File: src/rtl/decode_stage_ctrl_pkg.sv
// decode_stage_ctrl_pkg
//   Shared definitions for the ID-stage controller:
//   - imm_type_e   : immediate-type select driven to the immediate generator
//   - OP_*         : RV32 base opcodes recognised by the decoder
//   - ctrl_state_e : stall/flush sequencer states
//   - imm_uses_rs1/imm_uses_rs2 : which source fields an instruction format reads
package decode_stage_ctrl_pkg;

    typedef enum logic [2:0] {
        IMM_R = 3'd0,
        IMM_I = 3'd1,
        IMM_S = 3'd2,
        IMM_B = 3'd3,
        IMM_U = 3'd4,
        IMM_J = 3'd5
    } imm_type_e;

    localparam logic [6:0] OP_OP     = 7'b0110011;
    localparam logic [6:0] OP_IMM    = 7'b0010011;
    localparam logic [6:0] OP_LOAD   = 7'b0000011;
    localparam logic [6:0] OP_JALR   = 7'b1100111;
    localparam logic [6:0] OP_STORE  = 7'b0100011;
    localparam logic [6:0] OP_BRANCH = 7'b1100011;
    localparam logic [6:0] OP_LUI    = 7'b0110111;
    localparam logic [6:0] OP_AUIPC  = 7'b0010111;
    localparam logic [6:0] OP_JAL    = 7'b1101111;

    typedef enum logic [1:0] {
        ST_RUN     = 2'd0,
        ST_LDSTALL = 2'd1,
        ST_MEMWAIT = 2'd2
    } ctrl_state_e;

    // U- and J-type carry immediate bits where rs1 would sit.
    function automatic logic imm_uses_rs1(input logic [2:0] t);
        return !((t == IMM_U) || (t == IMM_J));
    endfunction

    // Only R, S and B formats have a real rs2 field.
    function automatic logic imm_uses_rs2(input logic [2:0] t);
        return (t == IMM_R) || (t == IMM_S) || (t == IMM_B);
    endfunction

endpackage

File: src/rtl/decode_stage_ctrl_imm_type_decoder.sv
// decode_stage_ctrl_imm_type_decoder
//   Combinational opcode classifier.
//   Ports:
//     opcode   in  7  instruction bits [6:0]
//     legal    out 1  opcode is one of the supported RV32 base opcodes
//     imm_type out 3  immediate-type select (IMM_R for unknown opcodes)
module decode_stage_ctrl_imm_type_decoder
    import decode_stage_ctrl_pkg::*;
(
    input  logic [6:0] opcode,
    output logic       legal,
    output logic [2:0] imm_type
);

    always_comb begin
        legal    = 1'b1;
        imm_type = IMM_R;
        case (opcode)
            OP_OP:                      imm_type = IMM_R;
            OP_IMM, OP_LOAD, OP_JALR:   imm_type = IMM_I;
            OP_STORE:                   imm_type = IMM_S;
            OP_BRANCH:                  imm_type = IMM_B;
            OP_LUI, OP_AUIPC:           imm_type = IMM_U;
            OP_JAL:                     imm_type = IMM_J;
            default: begin
                legal    = 1'b0;
                imm_type = IMM_R;
            end
        endcase
    end

endmodule

File: src/rtl/decode_stage_ctrl.sv
// decode_stage_ctrl
//   ID-stage controller: owns the IF/ID register, decodes the immediate type,
//   and sequences stalls/flushes for load-use hazards, taken branches resolved
//   in EX and data-memory waits. Counts stalled cycles (saturating).
//   Ports:
//     CPU_CLK, CPU_RST        clock, async active-high reset
//     InstrF, FetchValid      instruction from fetch and its valid flag
//     BranchE                 taken branch/jump resolved in EX
//     MemReadE, RdE           EX instruction is a load, and its destination
//     DMemBusy                data memory not ready, freeze the pipe
//     InstrD, ValidD          registered ID instruction, real-instruction flag
//     ImmTypeD, Rs1D, Rs2D    registered immediate type and source fields
//     StallF, StallD, FlushE  combinational pipeline controls
//     StallCount              saturating count of StallD cycles
//     state_dbg               current sequencer state
//   Handshake: the pipeline has no valid/ready pair; StallD=1 means IF/ID
//   holds this cycle, otherwise it loads (instruction or bubble) at the edge.
module decode_stage_ctrl
    import decode_stage_ctrl_pkg::*;
#(
    parameter int          CNT_W     = 16,
    parameter logic [31:0] NOP_INSTR = 32'h00000013
) (
    input  logic             CPU_CLK,
    input  logic             CPU_RST,
    input  logic [31:0]      InstrF,
    input  logic             FetchValid,
    input  logic             BranchE,
    input  logic             MemReadE,
    input  logic [4:0]       RdE,
    input  logic             DMemBusy,
    output logic [31:0]      InstrD,
    output logic             ValidD,
    output logic [2:0]       ImmTypeD,
    output logic [4:0]       Rs1D,
    output logic [4:0]       Rs2D,
    output logic             StallF,
    output logic             StallD,
    output logic             FlushE,
    output logic [CNT_W-1:0] StallCount,
    output ctrl_state_e      state_dbg
);

    ctrl_state_e       state_q, state_d;
    logic [31:0]       instr_q, instr_d;
    logic              valid_q, valid_d;
    logic [2:0]        imm_q, imm_d;
    logic [4:0]        rs1_q, rs1_d;
    logic [4:0]        rs2_q, rs2_d;
    logic [CNT_W-1:0]  cnt_q, cnt_d;

    logic              dec_legal;
    logic [2:0]        dec_type;
    logic              lu_hazard;
    logic              lu_enable;
    logic              if_id_flush;
    logic              stall_f, stall_d, flush_e;

    decode_stage_ctrl_imm_type_decoder u_imm_dec (
        .opcode   (InstrF[6:0]),
        .legal    (dec_legal),
        .imm_type (dec_type)
    );

    // Load in EX writes a register the ID instruction actually reads.
    always_comb begin
        lu_hazard = MemReadE && (RdE != 5'd0) && valid_q &&
                    ((imm_uses_rs1(imm_q) && (rs1_q == RdE)) ||
                     (imm_uses_rs2(imm_q) && (rs2_q == RdE)));
    end

    // Sequencer. MEMWAIT with the memory ready behaves exactly like RUN, and
    // LDSTALL is RUN without hazard detection since EX now holds the bubble.
    always_comb begin
        state_d     = ST_RUN;
        stall_f     = 1'b0;
        stall_d     = 1'b0;
        flush_e     = 1'b0;
        if_id_flush = 1'b0;
        lu_enable   = 1'b1;

        case (state_q)
            ST_LDSTALL: lu_enable = 1'b0;
            ST_RUN,
            ST_MEMWAIT: lu_enable = 1'b1;
            default:    lu_enable = 1'b1;
        endcase

        if (DMemBusy) begin
            stall_f = 1'b1;
            stall_d = 1'b1;
            state_d = ST_MEMWAIT;
        end else if (BranchE) begin
            flush_e     = 1'b1;
            if_id_flush = 1'b1;
            state_d     = ST_RUN;
        end else if (lu_hazard && lu_enable) begin
            stall_f = 1'b1;
            stall_d = 1'b1;
            flush_e = 1'b1;
            state_d = ST_LDSTALL;
        end else begin
            state_d = ST_RUN;
        end

        // Controls stay quiet while reset is held.
        if (CPU_RST) begin
            stall_f     = 1'b0;
            stall_d     = 1'b0;
            flush_e     = 1'b0;
            if_id_flush = 1'b0;
        end
    end

    // IF/ID register and stall counter.
    always_comb begin
        instr_d = instr_q;
        valid_d = valid_q;
        imm_d   = imm_q;
        rs1_d   = rs1_q;
        rs2_d   = rs2_q;
        cnt_d   = cnt_q;

        if (stall_d) begin
            if (!(&cnt_q)) begin
                cnt_d = cnt_q + CNT_W'(1);
            end
        end else if (if_id_flush || !FetchValid) begin
            instr_d = NOP_INSTR;
            valid_d = 1'b0;
            imm_d   = IMM_I;
            rs1_d   = 5'd0;
            rs2_d   = 5'd0;
        end else begin
            instr_d = InstrF;
            valid_d = dec_legal;
            imm_d   = dec_type;
            rs1_d   = InstrF[19:15];
            rs2_d   = InstrF[24:20];
        end
    end

    always_ff @(posedge CPU_CLK or posedge CPU_RST) begin
        if (CPU_RST) begin
            state_q <= ST_RUN;
            instr_q <= NOP_INSTR;
            valid_q <= 1'b0;
            imm_q   <= IMM_I;
            rs1_q   <= 5'd0;
            rs2_q   <= 5'd0;
            cnt_q   <= '0;
        end else begin
            state_q <= state_d;
            instr_q <= instr_d;
            valid_q <= valid_d;
            imm_q   <= imm_d;
            rs1_q   <= rs1_d;
            rs2_q   <= rs2_d;
            cnt_q   <= cnt_d;
        end
    end

    assign InstrD     = instr_q;
    assign ValidD     = valid_q;
    assign ImmTypeD   = imm_q;
    assign Rs1D       = rs1_q;
    assign Rs2D       = rs2_q;
    assign StallF     = stall_f;
    assign StallD     = stall_d;
    assign FlushE     = flush_e;
    assign StallCount = cnt_q;
    assign state_dbg  = state_q;

endmodule

File: config.mk
export PLATFORM = sky130hd
export DESIGN_NAME = decode_stage_ctrl
export DESIGN_NICKNAME = d
export VERILOG_FILES = /design/src/rtl/decode_stage_ctrl_pkg.sv /design/src/rtl/decode_stage_ctrl_imm_type_decoder.sv /design/src/rtl/decode_stage_ctrl.sv
export SDC_FILE = /design/constraint.sdc
export NUM_CORES = 1
export LEC_CHECK = 0
export CORE_MARGIN = 4
export CORE_UTILIZATION = 46
export DETAILED_ROUTE_END_ITERATION = 8
export GPL_ROUTABILITY_DRIVEN = 0
export PLACE_DENSITY = 0.94
export SLEW_MARGIN = 20
export SYNTH_ARGS = -nofsm -noshare
export SYNTH_HDL_FRONTEND = slang
export SYNTH_SLANG_ARGS = --single-unit
File: constraint.sdc
create_clock -name CPU_CLK -period 3.4 [get_ports CPU_CLK]
set_input_delay 0.34 -clock CPU_CLK [delete_from_list [all_inputs] [get_ports CPU_CLK]]
set_output_delay 0.34 -clock CPU_CLK [all_outputs]
set_load 0.02 [all_outputs]
; Yosys cells after proc, flatten, opt, wreduce, memory -nomap -nowiden
; Cells that the tools add are included.
[classes]
add_sub_neg = 1
eq_ne = 16
mux = 21
bitwise = 1
n_reduce_logical = 20
[ops]
columns = op, n
row1 = 32-bit two-way mux, 1
row2 = "7-bit by 6-bit == test with 1-bit output, second input constant", 3
row3 = "7-bit == test, second input constant", 3
row4 = "16-bit by 1-bit adder with 16-bit output, second input constant", 1
row5 = 16-bit AND reduction, 1
row6 = 1-bit two-way mux, 15
row7 = 3-bit one-hot mux with 5 select lines, 1
row8 = "7-bit by 5-bit == test with 1-bit output, second input constant", 2
row9 = 5-bit == test, 2
row10 = 5-bit two-way mux, 2
row11 = 9-bit OR reduction, 1
row12 = "7-bit by 2-bit == test with 1-bit output, second input constant", 1
row13 = "3-bit by 2-bit == test with 1-bit output, second input constant", 2
row14 = "3-bit == test, second input constant", 2
row15 = 1-bit logical AND, 6
row16 = 1-bit logical OR, 5
row17 = 5-bit nonzero test, 1
row18 = 3-bit logical NOT, 1
row19 = 3-bit two-way mux, 1
row20 = 3-bit OR reduction, 1
row21 = "2-bit by 1-bit == test with 1-bit output, second input constant", 1
row22 = 1-bit logical NOT, 2
row23 = 2-bit two-way mux, 1
row24 = 2-bit AND reduction, 1
row25 = other kinds (2), 2
[word_totals]
regBits = 64
input_bits = 43
output_inout_bits = 67
elab_cells = 66

; Longest topological paths before layout
; Gate-level depths: netlist (run 1).
[depth]
ltp_word = 12
depth_mapped = 7
depth_no_buf = 6

; By module
; A second synthesis (run 1) with hierarchy kept.
[unflattened]
cells_unflattened = 276
hier_area_um2 = 2597.5
[by_module_without_submodules]
columns = mod, n_inst, cells_each, area_per_inst_um2, seq_area_each_um2
row1 = decode_stage_ctrl, 1, 261, 2512.4, 1356.3
row2 = decode_stage_ctrl_imm_type_decoder, 1, 15, 85.1, 0.0

; Least setup slack after synthesis (run 1)
; No wires, ideal clock.
[synth_timing]
kind = reg2out
start = register InstrD[22] (netlist name)
end = output port StallF
t_arrival_ns = 2.071
required_ns = 3.060
setup_slack_ns = 0.989
path_stages_with_launch = 7
path_buffers = 2
path_cell_list = dfrtp_1 -> xor2_1 -> nor4_1 -> a22oi_1 -> o22ai_2 -> clkbuf_1 -> buf_4
[synth_rtl]
columns = item, line
row1 = end: declaration, decode_stage_ctrl.sv:37  ; output logic StallF,

; Worst setup path in the final report (run 1)
[layout_timing]
start = input port RdE[1]
end = output port StallF
[layout_via]
elab_chain_len = 9
elab_cells_between_ends = 14
cone_classes = eq/ne (2) / mux (4) / reduce/logical (8)
[layout_lines]
columns = item, line
row1 = start: declaration, decode_stage_ctrl.sv:30  ; input logic [4:0] RdE,
row2 = 5-bit == test (tied with other cells), decode_stage_ctrl.sv:68  ; ((imm_uses_rs1(imm_q) && (rs1_q == RdE)) ||
row3 = 1-bit logical AND (on tied branches), "decode_stage_ctrl.sv:68, decode_stage_ctrl.sv:67, decode_stage_ctrl.sv:69"
row4 = 1-bit logical OR or 1-bit logical AND (tied branches), "decode_stage_ctrl.sv:68, decode_stage_ctrl.sv:67"
row5 = 1-bit logical AND (*), decode_stage_ctrl.sv:67  ; lu_hazard = MemReadE && (RdE != 5'd0) && valid_q &&
row6 = 1-bit logical AND (*), decode_stage_ctrl.sv:97  ; end else if (lu_hazard && lu_enable) begin
row7 = 1-bit two-way mux (*), decode_stage_ctrl.sv:97
row8 = 1-bit two-way mux (*), decode_stage_ctrl.sv:93  ; end else if (BranchE) begin
row9 = 1-bit two-way mux (*), decode_stage_ctrl.sv:89  ; if (DMemBusy) begin
row10 = 1-bit two-way mux (*), decode_stage_ctrl.sv:107  ; if (CPU_RST) begin
; Mark *: on every way between the ends. The rest lies on a longest branch, timed or not.

==> qor.csv, run 1 <==
stage;metric;value;unit
run_status;status;finished, final reports clean;
floorplanning;Placeable Area;5540;um^2
place;Placed Instances;434;
floorplanning;Die Height;83.8;um
critical_path;reg2reg path depth;7;
layout;commonest non-fill, non-tap cell in the layout;clkdlybuf4s50_1;
floorplanning;# rows;27;
timing;Max Clock Skew;0.00270;ns
yosys;Yosys cell types;44;
global_route;initial antenna violation count;0;
global_route;gr usage total;0.206;
run;Max-Cap Viols;0;
critical_path;register-to-register setup slack;0.91;ns
timing;fin worst setup slack;0.585;ns
layout;ratio of cells with drive above 1 in the final layout;0.0757;
timing;final critical-path share of the clock period;0.828;
critical_path;CP max FO;4;
critical_path;crit-path max cell delay;0.57;ns
critical_path;cell mode on critical path;clkdlybuf4s50_1;
drt;Via-to-Cell Ratio;5.23;
critical_path;critical path startpoint category;input port;
global_route;largest net degree at the start of global routing;55;
cts;Clock Sinks;54;
global_route;first-pass GRT wire length;11.8;mm
power_and_ir_drop;PD cells;414;nW/um^2
place;buffers added on ports;109;
yosys;Synth Net Count;315;
floorplanning;Die X;83.8;um
timing;RSZ-0062 raised after global routing;false;
timing;minimum clock period;2.82;ns
layout;final instance area;3810;um^2
critical_path;critical path type;input port to output pin;
critical_path;cells along the critical path;clkdlybuf4s50_1 -> or4_1 -> o2111ai_2 -> or3_1 -> o22ai_4 -> clkdlybuf4s50_1;
layout;commonest non-fill, non-tap cells in the layout;109 x clkdlybuf4s50_1, 66 x nand2_1, 50 x dfrtp_1, 21 x xor2_1, 16 x o21ai_1;
layout;Post-Route Utilization;0.688;
layout;fill count;453;
place;pre-CTS setup slack;0.581;ns
cts;post_cts resized;0;
yosys;synthesis warning total;0;
floorplanning;DIE AREA;7020;um^2
cts;post-CTS setup buffers;0;
cts;CTS tree;done;
timing;FMAX;355;MHz
critical_path;Worst EP arrival;2.48;ns
timing;TNS Setup;0;ns
global_route;number of global-route vias before repair;2395;
yosys;Seq/Total Area, Yosys;0.513;
yosys;Top FF cell, synth;dfrtp_1;
yosys;FFs w/ async S/R, synth;1.00;
layout;Layout area overhead;44.1;%
cts;CTS buffer count;5;
critical_path;Crit. End Element;output pin;
drt;DRC viols;0;
timing;Final setup violation count;0;
floorplanning;Starting Density;0.477;
drt;DRT Wirelength;6.86;mm
power_and_ir_drop;worst vdd ir;0.286;mV
drt;WL/cell;15.5;um
layout;Layout Cells excl Fill;442;
layout;ANT cells;0;
yosys;Cells after Synth;271;
drt;drt initial violations;107;
critical_path;CP max stage cell;or4_1;
cts;clk_lat worst skew;0.30;ns
drt;via count;2311;
timing;Max-slew headroom;0.506;
global_route;gr ovfl total;0;
timing;Hold Vio Cnt, Final;0;
critical_path;Critical Path Stages;6;
timing;worst-margin pin slew;0.737;ns
yosys;#FFs+latches synth;54;
timing;Pins Over Slew Limit;0;
cts;Max clock buf depth;2;
hold_path;Hold Crit Class;register to register;
yosys;post-synthesis average cell area;9.76;um^2
cts;Root Driver;clkbuf_8;
place;placed instance area;3730;um^2
yosys;Post-synth EDFFs;0;
floorplanning;# IOs;110;
power_and_ir_drop;Lkg Pwr;1.61;nW
critical_path;delay-heaviest family, CP;buffers and inverters;
hold_path;hold path depth;2;
drt;post-route ant nets;0;
cts;H-tree depth;2;
cts;hold buffers post-CTS;0;
cts;CTS clk-pin slew, worst paths;0.09;ns
drt;First-pass DRT Iterations;5;
layout;Final nets;413;
yosys;synthesized area;2640;um^2
critical_path;Worst Path Required;3.06;ns
place;DP HPWL;5.25;mm
critical_path;Buf/Inv on CP;2;
-- worst min-delay path, stage by stage (launching register included) --
cell and delay [ns]:
dfrtp_1 0.35, nand2_1 0.04, o21ai_0 0.06
-- cell usage after synthesis, types with 2 or more instances --
master / n / area share
xor2_1: 21 / 0.070
nor4_1: 4 / 0.0095
mux2_2: 4 / 0.017
a21oi_1: 2 / 0.0038
nor2_1: 6 / 0.0085
buf_6: 2 / 0.0085
clkbuf_1: 9 / 0.013
o21ai_0: 14 / 0.027
inv_1: 6 / 0.0085
nand4_1: 7 / 0.017
xnor2_1: 4 / 0.013
o21ai_1: 16 / 0.030
buf_4: 11 / 0.031
nand3_1: 5 / 0.0095
o31ai_1: 3 / 0.0085
dfstp_2: 4 / 0.040
dfrtp_1: 50 / 0.47
nand2_1: 66 / 0.094
nor3_1: 7 / 0.013
nand2b_1: 4 / 0.0095
and3_1: 3 / 0.0071
-- layer usage --
metal | GRT usage | wire length (um) | up-vias
met5 | 0 | 0 | -
met4 | 0.0819 | 153 | 0
met3 | 0.0553 | 439 | 13
met2 | 0.351 | 3350 | 82
met1 | 0.247 | 2910 | 1112
li1 | - | - | 1104
-- cell type report --
class                   count  area [um^2]  area share
well taps                  72         90.1      0.0236
flip-flops and latches     54         1360       0.356
clock buffers               8         80.1      0.0210
repair buffers            114         1130       0.296
inverters                   6         22.5     0.00591
multi-input cells         188         1130       0.297
-- state kept, by name (all words and copies together), names as in the netlist --
name and cells:
ValidD 1, InstrD 32, state_dbg 2, ImmTypeD 3, StallCount 16
-- report_power, final --
part	internal [mW]	switching, mW	total, mW	leakage, nW
Sequential	0.708	0.0669	0.775	0.703
Combinational	0.229	0.229	0.457	0.867
Clock	0.147	0.198	0.345	0.0395
Total	1.08	0.493	1.58	1.61
-- final timing paths --
path / from / end
max in group asynchronous: CPU_RST / InstrD[19]
hold / removal: InstrD[30] / InstrD[30]
setup / recovery: RdE[1] / StallF
min in group asynchronous: CPU_RST / StallCount[12]
hold reg to reg: InstrD[30] / InstrD[30]
setup reg to reg: StallCount[7] / StallCount[1]
-- kinds of logic after synthesis --
| kind of cell | synth area share |
|---|---|
| AND/OR/NAND/NOR | 0.208 |
| flip-flops | 0.513 |
| AO/OA/AOI/OAI | 0.107 |
| buffers and inverters | 0.0629 |
| XOR/XNOR | 0.0828 |
| multiplexers | 0.0213 |
| adder cells (fa/ha/maj) | 0.00473 |
-- through the flow --
| step | hold WS, ns | power (mW) |
|---|---|---|
| 2_1_floorplan | 0.371 | 1.01 |
| 3_3_place_gp | 0.461 | 1.23 |
| 3_5_place_dp | 0.469 | 1.25 |
| 4_1_cts | 0.490 | 1.59 |
| 5_1_grt | 0.511 | 1.66 |
| 6_report | 0.484 | 1.58 |
No activity file was read; power rests on OpenSTA's default activity.
==> inputs of run 2 (changes only) <==
--- a/config.mk
+++ b/config.mk
@@ -6,10 +6,10 @@
 export NUM_CORES = 1
 export LEC_CHECK = 0
 export CORE_MARGIN = 4
-export CORE_UTILIZATION = 46
+export CORE_UTILIZATION = 39
 export DETAILED_ROUTE_END_ITERATION = 8
 export GPL_ROUTABILITY_DRIVEN = 0
-export PLACE_DENSITY = 0.94
+export PLACE_DENSITY = 0.86
 export SLEW_MARGIN = 20
 export SYNTH_ARGS = -nofsm -noshare
 export SYNTH_HDL_FRONTEND = slang
==> constraint.sdc (replaced) <==
create_clock -name CPU_CLK -period 2.36 [get_ports CPU_CLK]
set_input_delay 0.236 -clock CPU_CLK [delete_from_list [all_inputs] [get_ports CPU_CLK]]
set_output_delay 0.236 -clock CPU_CLK [all_outputs]
set_load 0.02 [all_outputs]
==> run 2 against run 1 <==
Net effect:
- final area up 4.1%
- utilization down 7.4 points
- sequential share of layout area decreased by 1.4 points
- largest power group unchanged
- register-to-register slack got worse by 0.74 ns
- die area is 16% higher
- wire length down 0.26%
- sequential power grew 43%
- count of clock-buffer cells in the layout down 2
- non-clock buffer count increased by 12
- via count down 2.1%
- global-route usage down 3.7 points
- cell count up 3.8%
==> qor.csv, run 2 (same netlist as run 1, synthesis figures left out) <==
stage;metric;value;unit;change
run_status;status;finished, final reports clean;;
critical_path;Crit. End Element;register;;
critical_path;crit path launch;RdE[0];;
floorplanning;Placeable Area;6460;um^2;+17%
floorplanning;Die X;90.3;um;+7.8%
hold_path;Hold Crit Class;input port to register;;
floorplanning;# IOs;110;;unchanged
critical_path;Worst EP arrival;2.45;ns;-0.03 ns
timing;Pins Over Slew Limit;0;;unchanged
layout;ANT cells;0;;unchanged
drt;First-pass DRT Iterations;4;;-1
layout;commonest non-fill, non-tap cells in the layout;105 x clkdlybuf4s50_1, 66 x nand2_1, 50 x dfrtp_1, 21 x xor2_1, 16 x o21ai_1;;
layout;ratio of cells with drive above 1 in the final layout;0.131;;+0.0552
power_and_ir_drop;Tot Pwr;2.33;mW;+48%
timing;RSZ-0062 raised after global routing;false;;
place;DP HPWL;5.31;mm;+1.2%
global_route;largest net degree at the start of global routing;55;;unchanged
power_and_ir_drop;Lkg Pwr;1.70;nW;+5.7%
power_and_ir_drop;Reg power frac;0.477;;-0.014
power_and_ir_drop;worst vdd ir;0.238;mV;-17%
timing;Final setup violation count;0;;unchanged
power_and_ir_drop;PD cells;587;nW/um^2;+42%
layout;commonest non-fill, non-tap cell in the layout;clkdlybuf4s50_1;;
layout;Final nets;425;;+2.9%
power_and_ir_drop;Clock power frac;0.230;;+0.011
global_route;first-pass GRT wire length;11.3;mm;-4.8%
drt;post-route ant nets;0;;unchanged
global_route;number of global-route vias before repair;2283;;-4.7%
cts;hold buffers post-CTS;0;;unchanged
timing;final critical-path share of the clock period;0.934;;
cts;CTS buffer count;5;;unchanged
run;Max-Cap Viols;0;;unchanged
timing;WHS;0.455;ns;-0.0298 ns
critical_path;crit-path max cell delay;0.49;ns;-0.08 ns
timing;Max-slew headroom;0.554;;+0.0482
place;Placed Instances;451;;+3.9%
critical_path;reg2reg path depth;7;;unchanged
critical_path;Worst Path Required;2.60;ns;-0.46 ns
cts;CTS tree;done;;
drt;via count;2263;;-2.1%
cts;Root Driver;clkbuf_8;;
critical_path;r2r startpoint;InstrD[22];;
critical_path;CP max FO;21;;+17
timing;FMAX;454;MHz;
place;buffers added on ports;109;;unchanged
layout;Layout Cells excl Fill;459;;+3.8%
drt;DRT Wirelength;6.84;mm;-0.26%
hold_path;hold path depth;3;;+1
power_and_ir_drop;Internal;1.60;mW;+48%
drt;Via-to-Cell Ratio;4.93;;-5.7%
layout;Largest register FFs;32;;unchanged
floorplanning;DIE AREA;8160;um^2;+16%
cts;post-CTS setup buffers;0;;unchanged
cts;H-tree depth;2;;unchanged
hold_path;Min-Delay Startpoint;InstrF[9];;
hold_path;Min-Delay Endpoint;InstrD[9];;
timing;Hold Vio Cnt, Final;0;;unchanged
timing;minimum clock period;2.20;ns;
drt;DRC viols;0;;unchanged
drt;drt initial violations;75;;-30%
global_route;gr usage total;0.169;;-0.0375
floorplanning;Starting Density;0.409;;-0.0679
cts;Clock Sinks;54;;unchanged
cts;Max clock buf depth;2;;unchanged
cts;clk_lat worst skew;0.31;ns;about the same
timing;worst-margin pin slew;0.669;ns;-0.0680 ns
critical_path;critical path startpoint category;input port;;
power_and_ir_drop;Comb pwr share;0.292;;+0.002
critical_path;Reg2Reg Capture Point;InstrD[4];;
critical_path;cells along the critical path;clkdlybuf4s50_1 -> xor2_1 -> nor4_1 -> a22oi_2 -> o22ai_4 -> buf_4 -> buf_12 -> mux2_2;;
power_and_ir_drop;NetSw;0.726;mW;+47%
cts;CTS clk-pin slew, worst paths;0.10;ns;about the same
critical_path;register-to-register setup slack;0.17;ns;-0.74 ns
floorplanning;# rows;29;;+7.4%
layout;fill count;551;;+22%
floorplanning;Die Height;90.3;um;+7.8%
global_route;initial antenna violation count;0;;unchanged
power_and_ir_drop;Net Sw Frac;0.312;;-0.00127
drt;WL/cell;14.9;um;-4.0%
critical_path;critical path type;input port to register;;
timing;Max Clock Skew;0.00532;ns;+0.00261 ns
layout;Layout area overhead;50.0;%;
global_route;gr ovfl total;0;;unchanged
critical_path;CP max stage cell;clkdlybuf4s50_1;;
## run 2: cell types whose count changed in the layout (fill, tap and decap cells not counted), sizes merged
cell           previous run  this run
buf                       5        17
clkdlybuf4s50           109       105
clkbuf                    8         9
clkinv                    0         1
clkinvlp                  0         1
dlymetal6s2s              0         1
## run 2: power groups by stage
stage	logic, mW	registers [mW]	clock network [mW]
4_1_cts	0.687	1.11	0.556
2_1_floorplan	0.223	1.23	0
3_5_place_dp	0.687	1.13	0
6_report	0.681	1.11	0.536
3_3_place_gp	0.667	1.13	0
5_1_grt	0.729	1.13	0.595
## run 2: how the worst max path moves through the flow
| stage | end | slack [ns] | cells past startpoint |
|---|---|---|---|
| detailed placement | StallF | -0.28 | 6 |
| floorplan | StallF | 0.05 | 6 |
| finish | InstrD[4] | 0.16 | 8 |
| global route | StallCount[12] | 0.02 | 8 |
| CTS | StallF | -0.05 | 6 |
| global placement | StallF | -0.25 | 6 |
## run 2: repair_timing
action / CTS / global route
setup endpoints to repair: 3 / 10
pin swaps: 0 / 1
resized for setup: 4 / 11
## run 2: worst max-delay path: cells and delay by family
| kind | cells | cell delay, ns |
|---|---|---|
| XOR/XNOR | 1 | 0.20 |
| buffers and inverters | 3 | 0.93 |
| AND/OR/NAND/NOR | 1 | 0.32 |
| AO/OA/AOI/OAI | 2 | 0.42 |
| multiplexers | 1 | 0.33 |
## run 2: cell type report
cell class | count | area [um^2] | share of cell area
clock buffer | 6 | 82.6 | 0.0208
clock inverter | 2 | 12.5 | 0.00316
inverter | 6 | 22.5 | 0.00568
multi-input combinational | 188 | 1160 | 0.293
sequential | 54 | 1360 | 0.342
tap | 77 | 96.3 | 0.0243
timing repair buffer | 126 | 1230 | 0.311
## run 2: layer usage
metal / global-route usage / up-vias / wire, um
li1: - / 1127 / -
met1: 0.209 / 1046 / 3010
met2: 0.283 / 73 / 3280
met3: 0.0450 / 17 / 374
met4: 0.0612 / 0 / 172
met5: 0 / - / 0
## run 2: metrics by stage
stage	utilization	setup WS (ns)	setup TNS [ns]	instance area [um^2]
after CTS	0.611	-0.0509	-0.101	3950
after floorplan	-	0.0528	0	2640
after global placement	0.596	-0.255	-4.74	3850
after global routing	0.614	0.0230	0	3970
final	0.614	0.156	0	3970
after detailed placement	0.596	-0.284	-7.41	3850
